<file path="src/rtl/hex_display_ctrl_pkg.sv">
// Shared constants, FSM encoding and segment table for the six-digit hex display controller.
package hex_display_ctrl_pkg;

    localparam int         NUM_DIGITS = 6;
    localparam logic [6:0] SEG_BLANK  = 7'h7F;
    localparam logic [6:0] SEG_ZERO   = 7'h40;

    typedef enum logic [1:0] {
        ST_IDLE,
        ST_DECODE,
        ST_COMMIT,
        ST_HOLD
    } state_t;

    // Active-high segment pattern, bit0 = a .. bit6 = g.
    function automatic logic [6:0] seg_active_high(input logic [3:0] nib);
        logic [6:0] pat;
        case (nib)
            4'h0:    pat = 7'h3F;
            4'h1:    pat = 7'h06;
            4'h2:    pat = 7'h5B;
            4'h3:    pat = 7'h4F;
            4'h4:    pat = 7'h66;
            4'h5:    pat = 7'h6D;
            4'h6:    pat = 7'h7D;
            4'h7:    pat = 7'h07;
            4'h8:    pat = 7'h7F;
            4'h9:    pat = 7'h6F;
            4'hA:    pat = 7'h77;
            4'hB:    pat = 7'h7C;
            4'hC:    pat = 7'h39;
            4'hD:    pat = 7'h5E;
            4'hE:    pat = 7'h79;
            default: pat = 7'h71;
        endcase
        return pat;
    endfunction

endpackage

</file>
<file path="src/rtl/hex_display_ctrl_seg7_lut.sv">
// Combinational nibble to active-low seven-segment decoder, shared by all digits.
module seg7_lut
    import hex_display_ctrl_pkg::*;
(
    input  logic [3:0] i_nib,
    output logic [6:0] o_seg
);

    assign o_seg = ~seg_active_high(i_nib);

endmodule

</file>
<file path="src/rtl/hex_display_ctrl.sv">
// Six-digit hex display controller: captures a 24-bit word, decodes one digit per cycle into
// shadow registers, commits all digits on one edge, then holds the display for HOLD_CYCLES.
module hex_display_ctrl
    import hex_display_ctrl_pkg::*;
#(
    parameter int HOLD_CYCLES = 5000000
) (
    input  logic        clk,
    input  logic        rst_n,
    input  logic        in_valid,
    output logic        in_ready,
    input  logic [23:0] in_data,
    input  logic        blank_lz,
    output logic [6:0]  hex0,
    output logic [6:0]  hex1,
    output logic [6:0]  hex2,
    output logic [6:0]  hex3,
    output logic [6:0]  hex4,
    output logic [6:0]  hex5,
    output logic        busy
);

    localparam int             CNT_W     = (HOLD_CYCLES > 1) ? $clog2(HOLD_CYCLES) : 1;
    localparam logic [CNT_W-1:0] HOLD_LAST = (HOLD_CYCLES == 0) ? '0 : CNT_W'(HOLD_CYCLES - 1);

    state_t           r_state;
    logic [23:0]      r_data;
    logic [2:0]       r_idx;
    logic             r_lz_run;
    logic [CNT_W-1:0] r_cnt;
    logic             r_in_ready;
    logic [6:0]       r_shadow [NUM_DIGITS];
    logic [6:0]       r_hex    [NUM_DIGITS];

    logic             w_hs;
    logic [3:0]       w_nib;
    logic [6:0]       w_seg;
    logic             w_blank;
    logic [CNT_W-1:0] w_cnt_nxt;

    assign w_hs      = in_valid & r_in_ready;
    assign w_nib     = r_data[{r_idx, 2'b00} +: 4];
    assign w_blank   = r_lz_run && (w_nib == 4'h0) && (r_idx != 3'd0);
    assign w_cnt_nxt = (r_cnt == {CNT_W{1'b1}}) ? r_cnt : r_cnt + 1'b1;

    seg7_lut u_lut (
        .i_nib (w_nib),
        .o_seg (w_seg)
    );

    // in_ready is raised one cycle early so a new word is accepted on the very edge the
    // controller would otherwise fall back to IDLE, giving a period of 7 + HOLD_CYCLES.
    always_ff @(posedge clk) begin
        if (!rst_n) begin
            r_state    <= ST_IDLE;
            r_data     <= '0;
            r_idx      <= 3'd5;
            r_lz_run   <= 1'b0;
            r_cnt      <= '0;
            r_in_ready <= 1'b1;
            for (int i = 0; i < NUM_DIGITS; i++) begin
                r_shadow[i] <= SEG_ZERO;
                r_hex[i]    <= SEG_ZERO;
            end
        end else begin
            if (r_state == ST_COMMIT) begin
                for (int i = 0; i < NUM_DIGITS; i++) r_hex[i] <= r_shadow[i];
            end
            if (w_hs) begin
                r_data     <= in_data;
                r_lz_run   <= blank_lz;
                r_idx      <= 3'd5;
                r_in_ready <= 1'b0;
                r_state    <= ST_DECODE;
            end else begin
                case (r_state)
                    ST_IDLE: r_in_ready <= 1'b1;
                    ST_DECODE: begin
                        r_shadow[r_idx] <= w_blank ? SEG_BLANK : w_seg;
                        r_lz_run        <= w_blank;
                        if (r_idx == 3'd0) begin
                            r_state    <= ST_COMMIT;
                            r_in_ready <= (HOLD_CYCLES == 0);
                        end else begin
                            r_idx <= r_idx - 1'b1;
                        end
                    end
                    ST_COMMIT: begin
                        if (HOLD_CYCLES == 0) begin
                            r_state <= ST_IDLE;
                        end else begin
                            r_state    <= ST_HOLD;
                            r_cnt      <= '0;
                            r_in_ready <= (HOLD_CYCLES == 1);
                        end
                    end
                    ST_HOLD: begin
                        if (r_cnt == HOLD_LAST) begin
                            r_state <= ST_IDLE;
                        end else begin
                            r_cnt      <= w_cnt_nxt;
                            r_in_ready <= (w_cnt_nxt == HOLD_LAST);
                        end
                    end
                    default: r_state <= ST_IDLE;
                endcase
            end
        end
    end

    assign in_ready = r_in_ready;
    assign busy     = (r_state != ST_IDLE);
    assign hex0     = r_hex[0];
    assign hex1     = r_hex[1];
    assign hex2     = r_hex[2];
    assign hex3     = r_hex[3];
    assign hex4     = r_hex[4];
    assign hex5     = r_hex[5];

endmodule

</file>
<file path="config.mk">
export PLATFORM = sky130hd
export DESIGN_NAME = hex_display_ctrl
export DESIGN_NICKNAME = d
export VERILOG_FILES = /design/src/rtl/hex_display_ctrl_pkg.sv /design/src/rtl/hex_display_ctrl_seg7_lut.sv /design/src/rtl/hex_display_ctrl.sv
export SDC_FILE = /design/constraint.sdc
export NUM_CORES = 1
export LEC_CHECK = 0
export ABC_AREA = 1
export BUFFER_PORTS_ARGS = -buffer_cell sky130_fd_sc_hd__buf_4
export CORE_UTILIZATION = 55
export DETAILED_ROUTE_END_ITERATION = 7
export GPL_TIMING_DRIVEN = 0
export MAX_ROUTING_LAYER = met4
export PLACE_DENSITY = 0.75
export SETUP_SLACK_MARGIN = 0.05
export SLEW_MARGIN = 20
export SYNTH_ARGS = -nofsm -noshare
export SYNTH_HDL_FRONTEND = slang
export SYNTH_SLANG_ARGS = --single-unit
</file>
<file path="constraint.sdc">
create_clock -name clk -period 4.7 [get_ports clk]
set_input_delay 0.705 -clock clk [delete_from_list [all_inputs] [get_ports clk]]
set_output_delay 0.705 -clock clk [all_outputs]
set_load 0.005 [all_outputs]
</file>
* After elaboration in Yosys (flattened, before gate mapping) *
Memories as Yosys holds them, arrays and structs flattened.
Index checks and enable logic that the tools add are counted.

storage, ports and cells
  flip-flop bits (word level) = 54
  bits in writable memories = 84
  memory bits (read-only) = 112
  input bits = 28
  word-level logic and storage cells = 85
  memories kept = 3

operators by class
  $add $sub $neg = 2
  equality and inequality tests = 12
  shift operators = 1
  muxes and demuxes = 31
  bitwise logic cells = 11
  reductions and logical operators = 18

memory list
  name             words  width  rd ports  clocked after Yosys merged registers in  write ports  line                        source
  (no name shown)  16     7      1         0                                        0            hex_display_ctrl_pkg.sv:18  case (nib)
  r_hex            6      7      6         0                                        6            hex_display_ctrl.sv:33      logic [6:0] r_hex [NUM_DIGITS];
  r_shadow         6      7      6         0                                        6            hex_display_ctrl.sv:32      logic [6:0] r_shadow [NUM_DIGITS];

operators by type and width
  operator                                       count
  == test 23 bit, second input constant          3
  two-way mux 7 bit                              8
  two-way mux 23 bit                             2
  one-hot mux 23 bit (2 select lines)            1
  indexed part select 24 x 6 -> 4 bit            1
  adder 23 x 1 -> 23 bit, second input constant  1
  two-way mux 1 bit                              15
  != test 3 bit, second input constant           3
  AND reduction 3 bit                            3
  NOT 7 bit                                      1
  OR reduction 7 bit                             1
  != test 2 bit, second input constant           3
  OR 1 bit                                       6
  one-hot mux 2 bit (3 select lines)             1
  nonzero test 2 bit                             3
  nonzero test 3 bit                             2
  == test 2 bit, second input constant           2
  zero test 4 bit                                1
  two-way mux 2 bit                              2
  one-hot mux 1 bit (4 select lines)             1
  AND reduction 2 bit                            2
  nonzero test 4 bit                             1
  zero test 3 bit                                1
  two-way mux 3 bit                              1
  7 further kinds                                10

* Depth between registers and ports, before layout *
Gate-level depths: netlist of run 1.

  word-level depth = 7
  gate-level depth with buffers = 17
  gate-level depth less buffers = 15

* Modules after synthesis *
From an unflattened synthesis of run 1, not the netlist that was laid out.

unflattened totals
  cell total of the unflattened synthesis = 822
  area total of the unflattened synthesis = 6676.4 um^2

by module, submodules not included
  module            instances  cells an instance  area each (um^2)
  hex_display_ctrl  1          772                6394.9
  seg7_lut          1          50                 281.5

* Worst setup path before layout of run 1 *
Ideal clock, no wire load.

  path kind = input -> register
  from = input port rst_n
  to = memory r_hex[0][0], enable pin
  arrival = 1876 ps
  path slack = 2280 ps
  stages on the path = 3
  path buffers = 2
  path through = buf_2 clkbuf_1 nand2_1

RTL lines
  item                line                    source
  start: declaration  hex_display_ctrl.sv:9   input logic rst_n,
  end: declaration    hex_display_ctrl.sv:33

==> flow_metrics.tcl, run 1 <==
set metrics [dict create \
    outcome "finished, violations left" \
    violations "design-rule violations" \
    clkLatencyLatePin_ps 410 \
    numCtsBuffers 17 \
    grt_max_degree 24 \
    dieWidth_um 112.0 \
    cellLeakagePower_uw 0.003249 \
    path_buf_inv 5 \
    path_delay_family "compound AO/OA/AOI/OAI gates" \
    worst_setup_path_end_kind "flop" \
    final_common_cell "nor2_1" \
    synthArstFlopShare_pct 0 \
    cts_tree "built" \
    drive_gt1_share_pct 15.92 \
    synthAdderAreaFrac_pct 2.633 \
    hold_viol 0 \
    place.gp.congestion 0.9560 \
    fp.dieH_um 112.0 \
    overflow 0 \
    cts_resized 0 \
    grt_pass1_wl_um 24200 \
    initial_core_util_pct 57.28 \
    ys_types 34 \
    fmax_mhz 355.3 \
    cap_violations 0 \
    place_area_um2 7387 \
    cpMostUsedCell "inv_1" \
    synthCells 814 \
    worst_slew_pin_slew_ps 726.3 \
    dp_hpwl_um 10690 \
    cts.path.max_buffers 2 \
    syn-cell-area_um2 6653 \
    pin_count 72 \
    antenna_found_initial 0 \
    fin_crit_ps 2814 \
    route.vias.total 5557 \
    ys_ff_latch 138 \
    setup.worst_path.start "r_idx[0]" \
    holdCritPathClass "reg -> reg" \
    groute.usage.overall_pct 25.19 \
    path_max_fanout 10 \
    critPathKind "reg -> reg" \
    synth_fp_nets 856 \
    cts_hold_buf 0 \
    die-area_um2 12540 \
    synth_ff_type "edfxtp_1" \
    path_cells "buf_4, buf_2, o21ai_0, o22ai_1, nand2_1, nand2_1, inv_1, ha_1, nand3_1, inv_1, nand2_2, o21ai_2, o21ai_1, inv_1" \
    yosys.area_share.simple_pct 26.84 \
    arrival_ps 2960 \
    fin_nets 946 \
    hp-start "r_data[21]" \
    cts_root_buffer "clkbuf_16" \
    core_um2 11610 \
    drc 6 \
    worstPathRequired_ps 4840 \
    postLayoutCoreUtil_pct 68.47 \
    io_buffers 70 \
    synth_edf_count 84 \
    p_total_uw 3057 \
    start_kind "flop" \
    drtIter0Drc 588 \
    power.density_nw_per_um2 384.5 \
    critPathSlowestCell "o21ai_1" \
    grt_pass1_vias 5081 \
    wl_um 14580 \
    clock_sinks 138 \
    diodes 0 \
    wire_per_inst_um 13.75 \
    slew_headroom_pct 51.58 \
    crit_path_max_incr_delay_ps 470 \
    path_clk_slew_ps 60 \
    seq_area_frac_synth_pct 54.17 \
    layout_common_cells "188 x nor2_1, 151 x nand2_1, 97 x inv_1" \
    synth_mux_area_share_pct 0 \
    peakVddDrop_uv 230.3 \
    synth_top_family_by_area "simple AND/OR/NAND/NOR gates" \
    setup_viol 0 \
    worstReg2RegStart "r_idx[0]" \
    synth_compound_area_share_pct 8.050 \
    tns_ps 0 \
    finalClockSkew_ps 5.088 \
    drtPass1Iterations 7 \
    synthXorXnorAreaFrac_pct 0.5266 \
    period_share_pct 59.88 \
    yosysWarningCount 0 \
    drv_slew 0 \
    vias_per_cell 5.242 \
    syn_avg_cell_area_um2 8.173 \
    drtAntennaViolNets 0 \
    h-tree-depth 4 \
    final_area_um2 7951 \
    rsz0062_at_grt "no" \
    num_rows 39 \
    cts_setup_buffers 0 \
    area_growth_pct 19.52 \
]
==> layout make-up <==
cell class | count | area, µm²
fillers | 949 | 3662
flip-flops and latches | 138 | 3603
multi-input cells | 546 | 2539
repair buffers | 71 | 553.0
clock buffers | 18 | 429.2
inverters | 106 | 397.9
well taps | 143 | 178.9
clock inverters | 14 | 130.1
plain buffers | 24 | 120.1
==> synthesized netlist by cell type (9+ instances only) <==
cell type,instances,area (µm²)
nand3_1,40,200.2
o21ai_0,50,250.2
inv_2,9,33.78
inv_1,97,364.1
nand4_1,11,68.82
dfxtp_1,54,1081
clkbuf_1,16,60.06
ha_1,14,175.2
edfxtp_1,84,2522
nor2_1,188,705.7
nand2_1,152,570.6
a21oi_1,32,160.2
o21ai_1,9,45.04
==> layer usage <==
metal / track usage [%] / vias up / routed length (µm) / share of wire, %
li1: - / 2805 / - / -
met1: 33.33 / 2560 / 6792 / 47
met2: 38.43 / 171 / 6855 / 47
met3: 4.682 / 21 / 703 / 4.8
met4: 10.04 / 0 / 229 / 1.6
met5: - / - / 0 / 0
==> tightest hold or removal path: cells and delay by family (launching register included) <==
kind          cells  cell delay [ps]
flops             1              320
simple gates      2              130
==> worst paths after layout <==
kind | cells past startpoint | slack, ps | end
setup / recovery | 14 | 1890 | r_shadow[5][5]
hold / removal | 2 | 480 | r_data[21]
setup reg to reg | 14 | 1890 | r_shadow[5][5]
hold reg to reg | 2 | 480 | r_data[21]
==> report_power, final <==
part | total, µW | internal [µW] | leakage (µW) | switching [µW]
combinational | 399 | 151 | 0.00170 | 248
clock | 1260 | 772 | 0.000273 | 490
sequential | 1400 | 1360 | 0.00127 | 32.3
==> kinds of logic after synthesis <==
group	count (synthesis)
buf+inv	130
fa+ha+maj	14
flops	138
simple gates	427
compound gates	101
xor+xnor	4
==> through the flow <==
step / worst slack (ps) / hold WS [ps] / instances
6_report: 1886 / 483.5 / 1060
4_1_cts: 1879 / 485.3 / 1060
3_3_place_gp: 1598 / 464.1 / 1027
5_1_grt: 1694 / 510.2 / 1060
3_5_place_dp: 1931 / 472.2 / 1028
2_1_floorplan: 2280 / 449.5 / 814
==> sequential cells by signal (all words and copies together) (netlist names) <==
signal and flops:
in_ready 1, r_cnt 23, r_data 24, r_hex 42, r_idx 3, r_lz_run 1
r_shadow 42, r_state 2
(Power assumes the default switching activity.)
==> inputs of run 2 (changes only) <==
clock period = 2.8 ns   (was 4.7 ns; I/O delays follow)
==> flow_metrics.tcl, run 2 (same netlist as run 1, synthesis figures left out) <==
set metrics [dict create \
    initial_core_util_pct 57.28 \
    cp.depth 13 \
    slew_headroom_pct 51.74 \
    dp_hpwl_um 10690 \
    multi_input_area_um2 2554 \
    fin_crit_ps 2624 \
    overflow 0 \
    finalClockSkew_ps 5.589 \
    drv_slew 0 \
    drtAntennaViolNets 0 \
    area_growth_pct 19.79 \
    path_clk_slew_ps 60 \
    io_buffers 70 \
    grt_max_degree 24 \
    fin_nets 946 \
    rsz0062_at_grt "no" \
    endpoint "r_shadow[1][6]" \
    cts_root_buffer "clkbuf_16" \
    cts_tree "built" \
    start_kind "flop" \
    r2r_slack_ps 180 \
    pin_count 72 \
    groute.usage.overall_pct 25.21 \
    violations "design-rule violations" \
    fp.dieH_um 112.0 \
    place.gp.congestion 0.9560 \
    final_common_cell "nor2_1" \
    route.vias.total 5584 \
    vias_per_cell 5.268 \
    cts.path.max_buffers 2 \
    worst_slew_pin_slew_ps 719.6 \
    path_max_fanout 8 \
    peakVddDrop_uv 390.6 \
    drtIter0Drc 611 \
    core_um2 11610 \
    holdWs_ps 257.2 \
    fin_cells 1060 \
    arrival_ps 2790 \
    fillCellCount 944 \
    setup.worst_path.start "r_idx[1]" \
    cellLeakagePower_uw 0.003251 \
    drtPass1Iterations 7 \
    place_area_um2 7387 \
    r2r-end "r_shadow[1][6]" \
    maxUsedRoutingLayer "met4" \
    drc 6 \
    wl_met2_um 6756 \
    wl_met3_um 900 \
    numCtsBuffers 17 \
    hold_viol 0 \
    regArea_um2 3603 \
    power.density_nw_per_um2 645.4 \
    die-area_um2 12540 \
    grt_pass1_vias 5082 \
    placed_cells 1028 \
    path_delay_family "simple AND/OR/NAND/NOR gates" \
    antenna_found_initial 0 \
    wire_per_inst_um 13.74 \
    drive_gt1_share_pct 16.47 \
    fmax_mhz 381.1 \
    critPathSlowestCell "dfxtp_1" \
    crit_path_max_incr_delay_ps 520 \
    period_share_pct 93.71 \
    clock_sinks 138 \
    worst_setup_path_end_kind "flop" \
    path_cells "inv_2, nor2_1, o21ai_1, o21ai_1, nand2_1, nand2_1, inv_2, ha_1, nand3_1, inv_1, a21oi_1, nand4_1, or2_1" \
    wl_um 14570 \
    cap_violations 0 \
    num_rows 39 \
    grt_pass1_wl_um 24210 \
    dieWidth_um 112.0 \
    worstReg2RegStart "r_idx[1]" \
    layout_common_cells "187 x nor2_1, 149 x nand2_1, 97 x inv_1" \
    clkLatencyLatePin_ps 420 \
    setup_viol 0 \
    worstPathRequired_ps 2960 \
    holdCritPathClass "in -> reg" \
    path_buf_inv 3 \
    wl_met1_um 6627 \
    final_area_um2 7969 \
    diodes 0 \
    critPathKind "reg -> reg" \
    h-tree-depth 4 \
    outcome "finished, violations left" \
    rr_worst_depth 13 \
    top_regs "r_hex (42), r_shadow (42), r_data (24)" \
    cts_hold_buf 0 \
]
-- run 2: cell types whose count changed in the layout (fill, tap and decap cells not counted), moves of 2 or more --
| cell | change |
|---|---|
| o21ai_1 | -2 |
| nand2_1 | -2 |
| nand2_2 | +2 |
| o21ai_2 | +2 |
-- run 2: area by class of cell --
type / count / area share [%]
plain buffers: 24 / 1.539
inverters: 106 / 4.993
well taps: 143 / 2.245
repair buffers: 71 / 6.940
clock inverters: 14 / 1.633
multi-input cells: 546 / 32.05
clock buffers: 18 / 5.385
flip-flops and latches: 138 / 45.22
-- run 2: tightest hold or removal path, stage by stage --
cell	delay (ps)
buf_4	70
o21ai_0	70
nor2_1	80
-- run 2: where the power goes --
part           internal (µW)  switching (µW)
Combinational            256             423
Sequential              2290            54.3
Clock                   1290             827
-- run 2: through the flow --
step                      total power [µW]  setup WS (ps)  utilization (%)  setup TNS, ps
after floorplan                       2801          639.5                -              0
after global placement                3013         -16.68            63.35         -635.5
after detailed placement              3050          30.70            63.61              0
after CTS                             5170          126.7            68.49              0
after global routing                  5358          55.63            68.62              0
final                                 5143          176.2            68.62              0
-- run 2: worst min-delay path by stage --
stage,start,end,cells past startpoint
2_1_floorplan,r_data[10],r_data[10],2
3_3_place_gp,r_data[21],r_data[21],2
3_5_place_dp,r_data[21],r_data[21],2
4_1_cts,blank_lz,r_lz_run,2
5_1_grt,blank_lz,r_lz_run,2
6_report,in_data[4],r_data[4],3
-- run 2: what timing repair did --
item	CTS	global route
gates resized for setup	2	5
setup endpoints to repair	9	59
pin swaps	0	1
setup buffers	0	0
-- run 2: per-layer routing --
metal,up-vias,global-route usage (%)
met1,2557,33.41
met4,0,10.04
met5,-,-
met2,199,38.43
met3,27,4.682
li1,2801,-
